File: src/rtl/shift_seq.sv
// shift_seq: iterative 16-bit shifter, one single-bit step per clock.
// A start/busy/done handshake wraps a shift of 0-15 positions; busy and done
// are Moore outputs decoded from the state register.
module shift_seq (
  input  logic        clk,
  input  logic        reset,
  input  logic        start,
  input  logic [15:0] in,
  input  logic [1:0]  shift,
  input  logic [3:0]  amt,
  output logic [15:0] sout,
  output logic        busy,
  output logic        done
);

  typedef enum logic [1:0] {StIdle, StShift, StDone} state_e;

  state_e      state_q, state_d;
  logic [15:0] sout_q, sout_d;
  logic [1:0]  op_q, op_d;
  logic [3:0]  cnt_q, cnt_d;
  logic        accept;

  // Single-bit step shared with the combinational shifter encoding.
  function automatic logic [15:0] step(input logic [15:0] val, input logic [1:0] op);
    logic [15:0] res;
    case (op)
      2'b01:   res = {val[14:0], 1'b0};
      2'b10:   res = {1'b0, val[15:1]};
      2'b11:   res = {val[15], val[15:1]};
      default: res = val;
    endcase
    return res;
  endfunction

  // Start is ignored while shifting; DONE accepts for back-to-back operation.
  assign accept = start && (state_q != StShift);

  // State and datapath registers with synchronous reset.
  always_ff @(posedge clk) begin
    if (reset) begin
      state_q <= StIdle;
      sout_q  <= 16'h0000;
      op_q    <= 2'b00;
      cnt_q   <= 4'd0;
    end else begin
      state_q <= state_d;
      sout_q  <= sout_d;
      op_q    <= op_d;
      cnt_q   <= cnt_d;
    end
  end

  // Next-state logic; zero-length ops go straight to DONE.
  always_comb begin
    state_d = state_q;
    case (state_q)
      StIdle, StDone: begin
        if (start) begin
          state_d = (amt == 4'd0 || shift == 2'b00) ? StDone : StShift;
        end else begin
          state_d = StIdle;
        end
      end
      StShift: begin
        if (cnt_q == 4'd1) state_d = StDone;
      end
      default: state_d = StIdle;
    endcase
  end

  // Datapath next-state: capture on accept, step once per SHIFT cycle.
  always_comb begin
    sout_d = sout_q;
    op_d   = op_q;
    cnt_d  = cnt_q;
    if (accept) begin
      sout_d = in;
      op_d   = shift;
      cnt_d  = amt;
    end else if (state_q == StShift) begin
      sout_d = step(sout_q, op_q);
      cnt_d  = cnt_q - 4'd1;
    end
  end

  // Moore outputs decoded from state only.
  always_comb begin
    busy = (state_q == StShift);
    done = (state_q == StDone);
    sout = sout_q;
  end

endmodule

File: config.mk
export PLATFORM = sky130hd
export DESIGN_NAME = shift_seq
export DESIGN_NICKNAME = d
export VERILOG_FILES = /design/src/rtl/shift_seq.sv
export SDC_FILE = /design/constraint.sdc
export NUM_CORES = 1
export LEC_CHECK = 0
export CORE_MARGIN = 5
export CORE_UTILIZATION = 50
export CTS_CLUSTER_SIZE = 24
export DETAILED_ROUTE_END_ITERATION = 10
export DONT_BUFFER_PORTS = 1
export PLACE_DENSITY_LB_ADDON = 0.25
export SLEW_MARGIN = 20
export SYNTH_ARGS = -nofsm -noshare
export SYNTH_HDL_FRONTEND = slang
export SYNTH_SLANG_ARGS = --single-unit
File: constraint.sdc
create_clock -name clk -period 2.8 [get_ports clk]
set_clock_uncertainty 0.1 [all_clocks]
set_input_delay 0.14 -clock clk [delete_from_list [all_inputs] [get_ports clk]]
set_output_delay 0.14 -clock clk [all_outputs]
set_load 0.1 [all_outputs]
# After elaboration in Yosys (flattened, before gate mapping)
# Index checks and enable logic that the tools add are counted.
[classes] n_addsub=1 reduce_logical=11 n_eq_ne=9 muxes=9
[op_table] cell="$pmux 16 s3" count=1
[op_table] cell="$mux 16" count=2
[op_table] cell="$mux 4" count=2
[op_table] cell="$eq 2x2->1 const B" count=3
[op_table] cell="$mux 2" count=3
[op_table] cell="$eq 2x1->1 const B" count=2
[op_table] cell="$eq 4x1->1 const B" count=1
[op_table] cell="$logic_not 2->1" count=2
[op_table] cell="$logic_not 4->1" count=1
[op_table] cell="$ne 2x1->1 const B" count=2
[op_table] cell="$pmux 2 s2" count=1
[op_table] cell="$reduce_bool 4->1" count=1
[op_table] cell="$sub 4x1->4 const B" count=1
[op_table] cell="$reduce_and 3->1" count=1
[op_table] cell="$reduce_bool 3->1" count=1
[op_table] cell="$ne 2x2->1 const B" count=1
[op_table] cell="$reduce_and 2->1" count=1
[op_table] cell="$reduce_bool 2->1" count=1
[op_table] cell="$reduce_or 2->1" count=1
[op_table] cell="$logic_and 1x1->1" count=1
[op_table] cell="$logic_or 1x1->1" count=1
[totals] out_inout_bits=18 input_bits=25 elab_cells=35 regBits=24

# Depth between registers and ports, before layout
[logic_depth] depth_word=5 ltp_mapped=8 mapped_depth_nobuf=6

# Worst setup path after synthesis
# OpenSTA, ideal clock, no wires.
[synth_path] path_kind="flip-flop to output port" startpoint="register state_q[1]" endpoint="output done" stages_incl_launch_ff=2 path_buffers=0 t_required_ns=2.560 t_arrival_ns=1.651 path_slack_ns=0.909 cell_sequence="dfxtp_1 nor2b_1"
[synth_via] elab_chain_len=1
[synth_lines] item="start: declaration" line_no="18" text="state_e state_q, state_d;"
[synth_lines] item="start signal: assignment" line_no="42" text="state_q <= StIdle;"
[synth_lines] item="start signal: assignment" line_no="47" text="state_q <= state_d;"
[synth_lines] item="$eq 2x2->1" line_no="90" text="done = (state_q == StDone);"
[synth_lines] item="end: declaration" line_no="13" text="output logic done"
# No other way between the ends.

# Worst setup path after layout
[layout_path] startpoint="input start" endpoint="register cnt_q[2]"
[layout_via] elab_chain_len=2 elab_cells_between_ends=3 cone_classes="mux: 1; reduce/logical: 2"
[layout_lines] item="start: declaration" line_no="7" text="input logic start,"
[layout_lines] item="$logic_and 1x1->1 (*)" line_no="37" text="assign accept = start && (state_q != StShift);"
[layout_lines] item="$mux 4 or $reduce_bool 2->1 (tied branches)"
[layout_lines] item="end signal: assignment" line_no="50" text="cnt_q <= cnt_d;"
[layout_lines] item="end: declaration" line_no="21" text="logic [3:0] cnt_q, cnt_d;"
# Mark *: on every way between the ends. The rest lies on a longest branch, timed or not.
# A chain may end at the register's enable or synchronous reset.

==> run metrics <==
run status completed; Synth top cells by count a21oi_1 (30), dfxtp_1 (24), mux2i_1 (15); crit path kind input pin to flop; Die ar. 4070 µm²; Post-CTS Resized 0; Core Region 2760 µm²; CTS Buf Count 3; CP delay by family, top buffers and inverters; Logic pwr share 38.2%; total track usage 20.0%; number of nets in the layout 226; critical path's largest stage delay 0.85 ns; LEAKAGE slightly above 0.0007 µW; top-area cell type share of the netlist area between 30% and 40%; 1st-iter DRT viols 19; Ant. Diodes 0; via count 1,371; Setup Buffers After CTS 0; Post-Syn Area 1450 µm²; slew margin rel. 48.2%; routed length per instance 18.4 µm; clk buf depth 2; DRC errors left 0; TritonCTS Sinks 24; I/O Buffers 0; worst-path cell chain dlygate4sd3_1 > inv_1 > nor2_2 > a21oi_1 > a21oi_1 > dlygate4sd3_1; FP Rows 19; H-tree depth 1; cts hold-fix bufs 25; synth unique cells 34; ys async rst share 0%; Worst EP arrival between 2 and 3 ns; grt total ovfl 0; CP bufs+invs 3; HPWL Detailed 2660 µm; pwr/cell area 567 nW/µm²; Initial Util 52.5%; clock network fraction of total power 24.7%; final hold vios 0; vias in the first global route 1,487; antenna violations before repair 0; Setup TNS 0 ns; Root Buffer clkbuf_4; Inst Count DP approximately 200; sequential element share of the synthesized area about a third; final setup vio count 0; Max Slew Vio Count 0; vias per cell about 6.1; synth warn 0; Seq pwr share 37.1%; die height 63.8 µm; Int Pwr between 600 and 700 µW; fin crit share 89.4%; cells after synthesis approximately 160; io pins 43; ys flop type dfxtp_1; Layout fillers 237; Yosys top cell by area dfxtp_1; EDFF count, synth 0; syn avg cell area 9.15 µm²; Max IR drop VDD 467 µV; Final Critical Period ~2.5 ns; worst-skew pair later-pin latency 0.33 ns; FMAX 400 MHz; first-pass GRT wire length about 6700 µm; main area contributors after synthesis dfxtp_1 (33%), a21oi_1 (10%), mux2i_1 (10%); worst slew pin tran 0.777 ns; Net Sw Power around 420 µW; Die Wd between 60 and 70 µm; fin cells ~230; area growth from synthesis to final layout 28.4%; first-pass detailed-route iteration total 5; fraction of layout cells with a size suffix above 1 about a fifth; top-count cell post-synth a21oi_1; crit start category input pin; min setup slack post-route 0.297 ns; Sequential Area between 400 and 500 µm²; Yosys reg bits 24; CP required 2.99 ns; Mapped Nets 189; worst min path class input pin to flop; multi-input logic area 853 µm²; largest net degree at the start of global routing 25; Crit-path slowest cell dlygate4sd3_1; Final ANT Viol Nets 0; RSZ-0062 raised after global routing no; Sw Ratio 39.8%; CP endpoint kind flop; worst slack, placed 0.644 ns; CTS tree yes; RePlAce Congestion approximately 0.74; max_cap viols 0; clock-pin transition on the worst setup and hold timing paths about 0.14 ns; critical-path maximum fanout 18; Routed WL 4130 µm
==> layer usage <==
metal  up-vias  global-route usage, %  routed length (µm)  share of wire, %
li1        647                      -                   -                 -
met1       661                   22.0                1710                41
met2        50                   35.6                2050                50
met3        13                   6.83                 280               6.8
met4         0                   6.75                  91               2.2
met5         -                      0                   0                 0
==> stage by stage <==
step                      utilization [%]  total power (µW)  instance area (µm²)  hold slack (ns)
after global routing                 67.3              1090                 1860           0.0134
after global placement               56.4               745                 1550            0.112
final                                67.3              1050                 1860          0.00361
after CTS                            67.3              1050                 1860          0.00115
after detailed placement             56.4               757                 1550            0.116
after floorplan                         -               705                 1450            0.176
==> logic make-up (layout without fill, tap and decap cells) <==
| group | Yosys count | count (layout) | share of synthesized area, % |
|---|---|---|---|
| compound gates | 62 | 62 | 33.2 |
| fa+ha+maj | 6 | 6 | 5.19 |
| mux | 15 | 15 | 10.4 |
| buf+inv | 21 | 57 | 7.96 |
| simple gates | 30 | 30 | 10.0 |
| flops | 24 | 24 | 33.2 |
==> state kept, by name, indices dropped and copies added, names as in the netlist <==
signal	cells
cnt_q	4
op_q	2
sout	16
state_q	2
==> cell usage in the layout, fill, tap and decap left out <==
master         count
nor2b_2            1
nor4_1             1
a31oi_1            2
buf_4             19
clkbuf_4           3
o32ai_2            2
nor2_1            12
or2b_1             1
or3_1              2
nor2_2             1
or2_1              1
dfxtp_1           24
nand3_1            1
a21oi_1           30
dlygate4sd3_1     25
and2b_1            1
a21o_1             1
clkinv_4           1
o2bb2ai_2         10
o211a_1            1
bufinv_16          1
inv_1              8
o2bb2ai_1          2
a311oi_1           1
nor3b_1            1
a221oi_1           3
o21ai_0            4
nand2_1            6
a211oi_1           5
nand2b_1           2
a22oi_1            1
ha_1               6
mux2i_1           15
==> path summary, 6_finish.rpt <==
check | start | endpoint | slack (ns) | cells past startpoint
max reg2reg | state_q[1] | cnt_q[2] | 0.32 | 6
max | start | cnt_q[2] | 0.30 | 6
min reg2reg | sout[12] | sout[12] | 0.41 | 1
min | start | cnt_q[0] | 0.004 | 2
==> layout make-up <==
cell class                      count  area share, %
Clock inverter                      1           1.62
Inverter                            9           2.09
Tap cell                           31           2.09
Clock buffer                        3           1.21
Sequential cell                    24           25.9
Timing Repair Buffer               44           21.2
Multi-Input combinational cell    113           46.0
==> power by group through the flow <==
stage | Combinational, µW | Clock, µW | Sequential (µW)
floorplan | 173 | 0 | 532
global placement | 350 | 0 | 396
detailed placement | 361 | 0 | 397
CTS | 398 | 267 | 390
global route | 424 | 277 | 394
finish | 402 | 260 | 391
(Power assumes the default switching activity.)
